===== src/rtl/jk_bank_driver.sv =====
`default_nettype none
// +----------------------------------------------------------------------------+
// | Module   : jk_bank_driver                                                  |
// | Purpose  : Drives a JK flip-flop bank to a requested word using set/reset  |
// |            excitation only, then verifies the settled bank against target. |
// | Revision : 1.0  initial release                                            |
// +----------------------------------------------------------------------------+
module jk_bank_driver #(
   parameter int WIDTH  = 4,
   parameter int SETTLE = 2
) (
   input  logic             clk,
   input  logic             reset,
   input  logic             tgt_valid,
   input  logic [WIDTH-1:0] tgt,
   output logic             tgt_ready,
   input  logic [WIDTH-1:0] q_in,
   output logic [WIDTH-1:0] j_out,
   output logic [WIDTH-1:0] k_out,
   output logic             en_out,
   output logic             done,
   output logic             mismatch,
   output logic [WIDTH-1:0] changed
);

   localparam int               C_CNT_W    = (SETTLE > 1) ? $clog2(SETTLE) : 1;
   localparam logic [C_CNT_W-1:0] C_CNT_LOAD = C_CNT_W'(SETTLE - 1);
   localparam logic [C_CNT_W-1:0] C_CNT_ONE  = C_CNT_W'(1);
   localparam logic [C_CNT_W-1:0] C_CNT_ZERO = '0;

   typedef enum logic [1:0] {
      ST_IDLE   = 2'd0,
      ST_DRIVE  = 2'd1,
      ST_SETTLE = 2'd2,
      ST_CHECK  = 2'd3
   } state_t;

   state_t               r_state;
   state_t               w_next;
   logic [C_CNT_W-1:0]   r_cnt;
   logic [WIDTH-1:0]     r_tgt;
   logic [WIDTH-1:0]     r_j;
   logic [WIDTH-1:0]     r_k;
   logic                 r_en;
   logic                 r_done;
   logic                 r_mismatch;
   logic [WIDTH-1:0]     r_changed;
   logic                 w_accept;
   logic [WIDTH-1:0]     w_diff;

   // Ready is masked during reset so nothing is accepted on a reset edge.
   assign tgt_ready = (r_state == ST_IDLE) && !reset;
   assign w_accept  = tgt_valid && tgt_ready;
   assign w_diff    = tgt ^ q_in;

   always_comb begin
      w_next = r_state;
      case (r_state)
         ST_IDLE:   if (w_accept) w_next = (|w_diff) ? ST_DRIVE : ST_CHECK;
         ST_DRIVE:  w_next = ST_SETTLE;
         ST_SETTLE: if (r_cnt == C_CNT_ZERO) w_next = ST_CHECK;
         ST_CHECK:  w_next = ST_IDLE;
         default:   w_next = ST_IDLE;
      endcase
   end

   always_ff @(posedge clk) begin
      if (reset) r_state <= ST_IDLE;
      else       r_state <= w_next;
   end

   always_ff @(posedge clk) begin
      if (reset) begin
         r_cnt      <= C_CNT_ZERO;
         r_tgt      <= '0;
         r_j        <= '0;
         r_k        <= '0;
         r_en       <= 1'b0;
         r_done     <= 1'b0;
         r_mismatch <= 1'b0;
         r_changed  <= '0;
      end else begin
         r_j    <= '0;
         r_k    <= '0;
         r_en   <= 1'b0;
         r_done <= 1'b0;
         case (r_state)
            ST_IDLE: begin
               if (w_accept) begin
                  r_tgt      <= tgt;
                  r_changed  <= w_diff;
                  r_mismatch <= 1'b0;
                  // Set-only / reset-only excitation: J and K are disjoint by construction.
                  r_j        <= ~q_in & tgt;
                  r_k        <= q_in & ~tgt;
                  r_en       <= |w_diff;
                  // Nothing to change: the check happens in the very next cycle.
                  r_done     <= ~(|w_diff);
               end
            end
            ST_DRIVE: r_cnt <= C_CNT_LOAD;
            ST_SETTLE: begin
               if (r_cnt == C_CNT_ZERO) begin
                  r_done     <= 1'b1;
                  r_mismatch <= (q_in != r_tgt);
               end else begin
                  r_cnt <= r_cnt - C_CNT_ONE;
               end
            end
            default: ;
         endcase
      end
   end

   assign j_out    = r_j;
   assign k_out    = r_k;
   assign en_out   = r_en;
   assign done     = r_done;
   assign mismatch = r_mismatch;
   assign changed  = r_changed;

endmodule
`default_nettype wire


===== config.mk =====
export PLATFORM = sky130hd
export DESIGN_NAME = jk_bank_driver
export DESIGN_NICKNAME = d
export VERILOG_FILES = /design/src/rtl/jk_bank_driver.sv
export SDC_FILE = /design/constraint.sdc
export NUM_CORES = 1
export LEC_CHECK = 0
export CAP_MARGIN = 40
export CORE_AREA = 3 3 51 53
export CTS_CLUSTER_SIZE = 10
export DETAILED_ROUTE_END_ITERATION = 12
export DIE_AREA = 0 0 54 56
export PLACE_DENSITY = 0.81
export SYNTH_ARGS = -nofsm -noshare
export SYNTH_HDL_FRONTEND = slang
export SYNTH_SLANG_ARGS = --single-unit

===== constraint.sdc =====
create_clock -name clk -period 1.7 [get_ports clk]
set_input_delay 0.17 -clock clk [delete_from_list [all_inputs] [get_ports clk]]
set_output_delay 0.17 -clock clk [all_outputs]
set_load 0.02 [all_outputs]

* Yosys cells after proc, flatten, opt, wreduce, memory -nomap -nowiden
Index checks and enable logic that the tools add are counted.
Storage, ports and cells: memories 0, output and inout port bits 16, word-level logic and storage cells 47, bits in read-only memories 0, bits in writable memories 0, bits of input ports 11, latch bits 0, flip-flop bits (word level) 22
Cells by class: equal/unequal tests 6, multiplexer cells 12, $lt $le $gt $ge 0, reductions and logical operators 11, bitwise logic cells 8, multipliers 0, $add $sub $neg 1, shifts and indexed selects 0, div/mod/pow operators 0
Operator list (number):
- bitwise AND 4 bit | 2
- inverter 4 bit | 2
- case mux 2 bit (4 select lines) | 1
- two-way mux 2 bit | 3
- case mux 1 bit (2 select lines) | 3
- two-way mux 1 bit | 5
- equality test 2 bit, second input constant | 2
- != test 2 bit, second input constant | 2
- != test 4 bit | 1
- AND reduction 2 bit | 2
- nonzero test 2 bit | 2
- OR reduction 4 bit | 1
- bitwise XOR 4 bit | 1
- inverter 1 bit | 3
- AND reduction 3 bit | 1
- OR reduction 3 bit | 1
- equality test 2 x 1 -> 1 bit, second input constant | 1
- logical AND 1 bit | 2
- logical NOT 2 bit | 1
- logical NOT 1 bit | 1
- subtractor 1 bit, second input constant | 1

* Longest topological paths before layout
Gate-level depths: netlist (run 1).
depth in word-level cells 5, mapped depth 7, depth with buffers taken out 5

* Worst setup path after synthesis (run 1)
OpenSTA, ideal clock, no wires.
kind register -> register, from register r_state[0], to register r_done (netlist: done), required time 1.586 ns, setup time 0.114 ns, setup slack 0.419 ns, cell stages (with the launch flop) 8, arrival 1.166 ns, path buffers 2, period minus slack after synthesis 1.281 ns, path through dfxtp_1 inv_1 ha_1 and3b_1 buf_6 buf_6 a21oi_1 nor2_1
Between the ends: word-level cells in the longest chain between the ends 5, elaborated cells between the ends (all ways) 6, those cells by class 1 x eq/ne; 2 x mux; 3 x reduce/logical
Ends and longest elaborated chain:
- start, declared | RTL line 38 | state_t r_state;
- start signal, assigned | RTL line 69 | else r_state <= w_next;
- logical NOT 2 bit | RTL line 52, 87
- logical AND 1 bit | RTL line 52 | assign tgt_ready = (r_state == ST_IDLE) && !reset;
- logical AND 1 bit | RTL line 53 | assign w_accept = tgt_valid && tgt_ready;
- two-way mux 1 bit | RTL line 89 | if (w_accept) begin
- case mux 1 bit (2 select lines) (*) | RTL line 87 | case (r_state)
- end signal, assigned | RTL line 98 | r_done <= ~(|w_diff);
- end, declared | RTL line 45 | logic r_done;
Mark *: on every way between the ends. The rest lies on a longest branch, timed or not. A chain may end at the register's enable or synchronous reset.

* Final worst setup path (run 1)
from register r_state[0], to output tgt_ready
Between the ends: word-level cells in the longest chain between the ends 2
Ends and longest elaborated chain:
- logical NOT 2 bit | RTL line 52
- logical AND 1 bit | RTL line 52
- end, declared | RTL line 16 | output logic tgt_ready,
Every way passes these cells.

==> metrics.txt, run 1 <==
gate family responsible for the most delay along the worst path flip-flops; cell area after placement 1330 µm²; highest ir drop seen on vdd 0.876 mV; maximum count of clock buffers along a single path 2; DRC violations left 0; worst-case reg-to-reg path depth 5; power per unit of standard cell area 1160 nW/µm²; Detailed Routing Iterations Pass 1 4; actual slew at the worst max-slew pin 229 ps; final max-slew violation count 0; residual antenna-violating net count after detailed routing 0; WP data required 1530 ps; net count of the finished layout 160; share of total power consumed by net switching 33.9%; xor and xnor fraction of the mapped netlist area 3.55%; total routing resource utilization after global routing 14.5%; synthesized area divided by synthesized cell count 9.77 µm²; min-delay worst type reg2reg; via-per-instance ratio 4.88; status complete, no violations; vias in the first global route 813; Power Internal 1.04 mW; max-capacitance violation count 0; commonest cells after routing, fill and taps aside clkdlybuf4s50_1, dfxtp_1, inv_1, ha_1; most common library cell in the layout ignoring fill and taps clkdlybuf4s50_1; TritonCTS clock tree built; critical path depth in cells 4; proportion of layout cells with a drive suffix above 1 12.4%; Final Critical Period 1470 ps; DR vias 806; clock insertion delay at the later pin of the skew report 300 ps; Setup TNS Final 0 ps; fraction of the mapped netlist area in compound gates 11.8%; Post-Syn Instances 101; CTS buffer count 3; cell at the slowest stage of the critical path dfxtp_1; count of H-tree levels built during CTS 1; setup-violating endpoint count in the final report 0; utilization after layout 62.1%; post-CTS clock slew at the launch and capture registers of the worst setup and hold paths 120 ps; critical path capture point tgt_ready; worst setup path category reg2out; number of clock sinks 22; launching instance or port of the critical path r_state[0]; standard cell core area 2190 µm²; DRC marker count from the first detailed-route iteration 26; non-filler instance count after layout 165; clock skew 5.11 ps; number of different library cells in the post-synthesis netlist 23; launch instance of the worst register-to-register path r_state[1]; synthesized-area fraction occupied by adder cells 13.9%; number of antenna cells inserted 0; height of the chip 56 µm; area of the die 3020 µm²; number of storage elements in the synthesis netlist 22; crit path max fanout 4; maximum number of pins on one net before global-route repair 27; cell chain of the critical path inv_1 -> ha_1 -> nor2b_1 -> clkbuf_2; global-route wire length before repair 3320 µm; final worst path period share 86.7%; yosys synthesis warning count 0; Combinational Power Share 39.9%; Final Total Pwr 1.57 mW; Net Count, Synth 123; starting density of the core 45.1%; global-route congestion overflow total 0; Horiz. Die Dim 54 µm; share of cell area taken by muxes after synthesis 1.01%; relative max-transition margin 84.7%; combined buffer and inverter count along the critical path 2; Synth Cell Area 987 µm²; Critical Path Sink Type primary output; Leak Pwr 0.591 nW; antenna violations before repair 0; cell count after placement 161; clock network power share 18.0%; arrival time of the worst setup path 1300 ps; buffer cell driving the clock tree root clkbuf_4; setup repair after global routing missed its margin no; Cell Rows 17; maximum operating frequency 679 MHz; final instance area 1360 µm²; hold buffer count at cts 0; Total Routed Length 1970 µm; routed wirelength normalized by instance count 12.0 µm; fraction of the yosys area taken by sequential cells 44.6%; HPWL after detailed placement 1580 µm; routability congestion estimate from global placement 0.788; peak per-stage delay on the critical path 330 ps; layout overhead on the synthesized area 37.8%; PortBufs 26; end of the worst register-to-register path changed[0]; slack of the worst reg-to-reg path 310 ps; sequential cell fraction of total power 42.1%; Boundary Pins 27; final hold violation count 0; Worst setup SP type flop; P_sw 534 µW; largest family of logic cells by synthesized area simple AND/OR/NAND/NOR gates; area fraction in and, or, nand and nor cells after synthesis 16.7%
cell families after synthesis:
family / after synthesis
buf+inv: 15
flops: 22
compound gates: 16
fa+ha+maj: 11
xor+xnor: 4
mux: 1
simple gates: 32
Yosys cell counts, drive strengths merged:
cell,instances,area (µm²)
buf,4,41.3
and3,1,6.26
and4,1,8.76
and3b,1,8.76
and2,8,50.1
dfxtp,22,440
nor2,7,26.3
nand2,9,33.8
nand2b,1,6.26
a21oi,3,15.0
xnor2,4,35.0
mux2i,1,10.0
inv,11,41.3
a32o,1,10.0
nand4,1,6.26
ha,11,138
nor2b,3,18.8
a311oi,1,8.76
o21ai,4,20.0
a211oi,6,55.1
o211ai,1,7.51
registers in the layout (all words and copies together) (netlist names):
register	flops
mismatch	1
r_tgt	4
j_out	4
done	1
changed	4
r_cnt	1
en_out	1
r_state	2
k_out	4
metrics by stage:
step	hold WS (ps)	setup slack, ps
finish	475	226
global route	510	129
CTS	474	66.1
detailed placement	457	11.2
global placement	448	49.5
floorplan	285	419
worst min-delay path, delay by kind of cell (launching register included):
family / cells / cell delay (ps)
and+or+nand+nor: 1 / 60
AOI/OAI and AO/OA: 1 / 50
DFF: 1 / 340
cell type report:
cell class                      instances  area (µm²)
Tap cell                               28        35.0
Multi-Input combinational cell         64         464
Timing Repair Buffer                   36         343
Sequential cell                        22         440
Fill cell                             186         831
Clock buffer                            4        36.3
Inverter                               11        41.3
routing by layer:
layer | vias up | part of all wire [%] | global-route usage, %
met1 | 380 | 44 | 16.8
met4 | 0 | 0 | 5.34
met3 | 0 | 5.3 | 2.41
li1 | 405 | - | -
met5 | - | 0 | 0
met2 | 21 | 50 | 25.4
what timing repair did:
item,in CTS,in global routing
setup endpoints to repair,1,1
cloned,0,0
buffers inserted,0,0
pin swaps,0,0
gates resized for setup,1,2
power by group through the flow:
stage | combinational (mW) | clock, mW | sequential, mW
after global routing | 0.691 | 0.310 | 0.673
after CTS | 0.630 | 0.293 | 0.662
after floorplan | 0.366 | 0 | 0.720
final | 0.629 | 0.283 | 0.662
after global placement | 0.609 | 0 | 0.669
after detailed placement | 0.635 | 0 | 0.675
how the worst min path moves through the flow:
| stage | depth (start not counted) | startpoint | slack, ps | end |
|---|---|---|---|---|
| 2_1_floorplan | 2 | tgt[0] | 280 | r_tgt[0] |
| 3_3_place_gp | 2 | r_tgt[3] | 450 | r_tgt[3] |
| 3_5_place_dp | 2 | r_tgt[3] | 460 | r_tgt[3] |
| 4_1_cts | 2 | r_tgt[3] | 470 | r_tgt[3] |
| 5_1_grt | 2 | r_tgt[0] | 510 | r_tgt[0] |
| 6_report | 2 | r_tgt[1] | 470 | r_tgt[1] |
(Power assumes the default switching activity.)
==> inputs of run 2 (changes only) <==
--- a/config.mk
+++ b/config.mk
@@ -6,11 +6,12 @@
 export NUM_CORES = 1
 export LEC_CHECK = 0
 export CAP_MARGIN = 40
-export CORE_AREA = 3 3 51 53
+export CORE_AREA = 4 4 50 52
+export CTS_BUF_LIST = sky130_fd_sc_hd__clkbuf_4
 export CTS_CLUSTER_SIZE = 10
 export DETAILED_ROUTE_END_ITERATION = 12
 export DIE_AREA = 0 0 54 56
-export PLACE_DENSITY = 0.81
+export PLACE_DENSITY = 0.86
 export SYNTH_ARGS = -nofsm -noshare
 export SYNTH_HDL_FRONTEND = slang
 export SYNTH_SLANG_ARGS = --single-unit
==> run 2 against run 1 <==
Compared with the run above:
- critical path depth did not move
- critical path type unchanged
- largest cell class unchanged
- design area is 1.3% lower
- clock power down 14%
- highest routed layer is now met4
- global-route usage decreased by 0.40 points
- power down 3.0%
- maximum frequency increased by 0.23%
==> metrics.txt, run 2 (synthesis gave the netlist of run 1 again) <==
final max-slew violation count 0 (unchanged); number of antenna cells inserted 0 (unchanged); worst setup path category reg2out; start point of the worst min-delay path tgt[0]; end of the worst register-to-register path mismatch; Horiz. Die Dim 54 µm (unchanged); Worst setup SP type flop; WP data required 1530 ps (about the same); fill cell total of the finished layout 174 (-6.5%); DR vias 773 (-4.1%); status complete, no violations; most common library cell in the layout ignoring fill and taps clkdlybuf4s50_1; via-per-instance ratio 4.71 (-3.5%); HPWL after detailed placement 1500 µm (-5.5%); arrival time of the worst setup path 1300 ps (about the same); buffer cell driving the clock tree root clkbuf_4; standard cell core area 2110 µm² (-3.9%); clock insertion delay at the later pin of the skew report 320 ps (+20 ps); Cell Rows 17 (unchanged); starting density of the core 46.9% (+1.8 points); sequential cell fraction of total power 43.5% (+1.4 points); commonest cells after routing, fill and taps aside clkdlybuf4s50_1, dfxtp_1, inv_1, ha_1, nand2_1; Total Routed Length 1860 µm (-6.0%); setup-violating endpoint count in the final report 0 (unchanged); clock skew 11.6 ps (+6.51 ps); TritonCTS clock tree built; P_sw 533 µW (-0.19%); PortBufs 26 (unchanged); area of the die 3020 µm² (unchanged); Combinational Power Share 40.5% (+0.6 points); DRC violations left 0 (unchanged); final instance area 1340 µm² (-1.3%); setup slack after placement -25.4 ps (-36.6 ps); CTS buffer count 3 (unchanged); maximum number of pins on one net before global-route repair 27 (unchanged); min-delay worst type in2reg; share of total power consumed by net switching 34.9% (+0.98 points); height of the chip 56 µm (unchanged); relative max-transition margin 84.9% (+0.28 points); total routing resource utilization after global routing 14.1% (-0.40 points); maximum count of clock buffers along a single path 2 (unchanged); layout overhead on the synthesized area 36.0%; Worst Hold Path Cells 3 (+1); final worst path period share 86.5% (-0.20 points); power per unit of standard cell area 1140 nW/µm² (-1.7%); routability congestion estimate from global placement 0.767 (-2.6%); routed wirelength normalized by instance count 11.3 µm (-5.5%); number of clock sinks 22 (unchanged); max-capacitance violation count 0 (unchanged); slack of the worst reg-to-reg path 300 ps (about the same); clock network power share 15.9% (-2.1 points); global-route wire length before repair 3230 µm (-2.7%); DRC marker count from the first detailed-route iteration 12 (-54%); actual slew at the worst max-slew pin 225 ps (-3.52 ps); crit path max fanout 4 (unchanged); worst-case reg-to-reg path depth 5 (unchanged); footprint of the flip-flops and latches 440 µm² (unchanged); launch instance of the worst register-to-register path r_state[1]; Critical Path Sink Type primary output; final hold violation count 0 (unchanged); post-CTS clock slew at the launch and capture registers of the worst setup and hold paths 120 ps (about the same); maximum operating frequency 680 MHz (+0.23%); Leak Pwr 0.581 nW (-1.8%); setup repair after global routing missed its margin no; antenna violations before repair 0 (unchanged); residual antenna-violating net count after detailed routing 0 (unchanged); non-filler instance count after layout 164 (-0.61%); Power Internal 994 µW (-4.4%); Final Critical Period 1470 ps (-3.36 ps); cell count after placement 160 (-0.62%); vias in the first global route 763 (-6.2%); global-route congestion overflow total 0 (unchanged); net count of the finished layout 159 (-0.63%); count of H-tree levels built during CTS 1 (unchanged); hold-critical path endpoint r_tgt[0]; cell area after placement 1320 µm² (-0.56%); area used by multi-input combinational logic 464 µm² (unchanged); highest ir drop seen on vdd 0.854 mV (-2.5%); Final Total Pwr 1.53 mW (-3.0%); proportion of layout cells with a drive suffix above 1 11.0% (-1.4 points); Boundary Pins 27 (unchanged); setup slack after layout 230 ps (+3.36 ps); Detailed Routing Iterations Pass 1 4 (unchanged)
run 2: changes by cell type in the layout (fill, tap and decap cells not counted), sizes merged:
cell / delta
clkbuf: -1
buf: -1
clkinv: +1
run 2: how the worst max path moves through the flow:
| stage | depth (start not counted) | startpoint | end | slack, ps |
|---|---|---|---|---|
| 6_report | 4 | r_state[0] | tgt_ready | 230 |
| 2_1_floorplan | 7 | r_state[0] | done | 420 |
| 3_5_place_dp | 6 | tgt[1] | r_state[1] | -30 |
| 4_1_cts | 4 | r_state[1] | tgt_ready | 70 |
| 3_3_place_gp | 6 | tgt[0] | r_state[1] | 50 |
| 5_1_grt | 4 | r_state[0] | tgt_ready | 130 |
run 2: metrics by stage:
step	util [%]	TNS [ps]	hold slack [ps]
floorplan	-	0	285
global placement	62.7	0	448
detailed placement	62.7	-25.4	457
CTS	63.9	0	474
global route	63.8	0	498
finish	63.8	0	473
run 2: worst max-delay path: stages, from the launching register on:
cell,delay (ps)
dfxtp_1,340
inv_1,100
ha_1,220
nor2b_1,150
clkbuf_2,180
run 2: what timing repair did:
item / 4_1_cts / 5_1_grt
endpoints found under the setup margin: 1 / 1
hold buffers: 0 / 0
gates resized for setup: 1 / 2
setup buffers: 0 / 0
run 2: metal layers:
layer  routed length, µm  part of all wire (%)  up-vias  track usage, %
met2                 903                    49       24            23.2
met3                 110                   5.9        5            3.22
met5                   0                     0        -               0
li1                    -                     -      401               -
met4                  34                   1.8        0            5.34
met1                 806                    43      343            17.2
run 2: power by group through the flow:
stage	registers [mW]	logic [mW]	clock network, mW
finish	0.665	0.619	0.243
global route	0.675	0.686	0.272
CTS	0.664	0.626	0.247
detailed placement	0.675	0.633	0
global placement	0.669	0.605	0
floorplan	0.720	0.366	0
run 2: final cells by class:
| class | count | share of cell area, % |
|---|---|---|
| multi-input cells | 64 | 34.6 |
| flip-flops and latches | 22 | 32.8 |
| repair buffers | 35 | 25.0 |
| inverters | 11 | 3.08 |
| well taps | 28 | 2.61 |
| clock buffers | 3 | 1.68 |
| clock inverters | 1 | 0.280 |
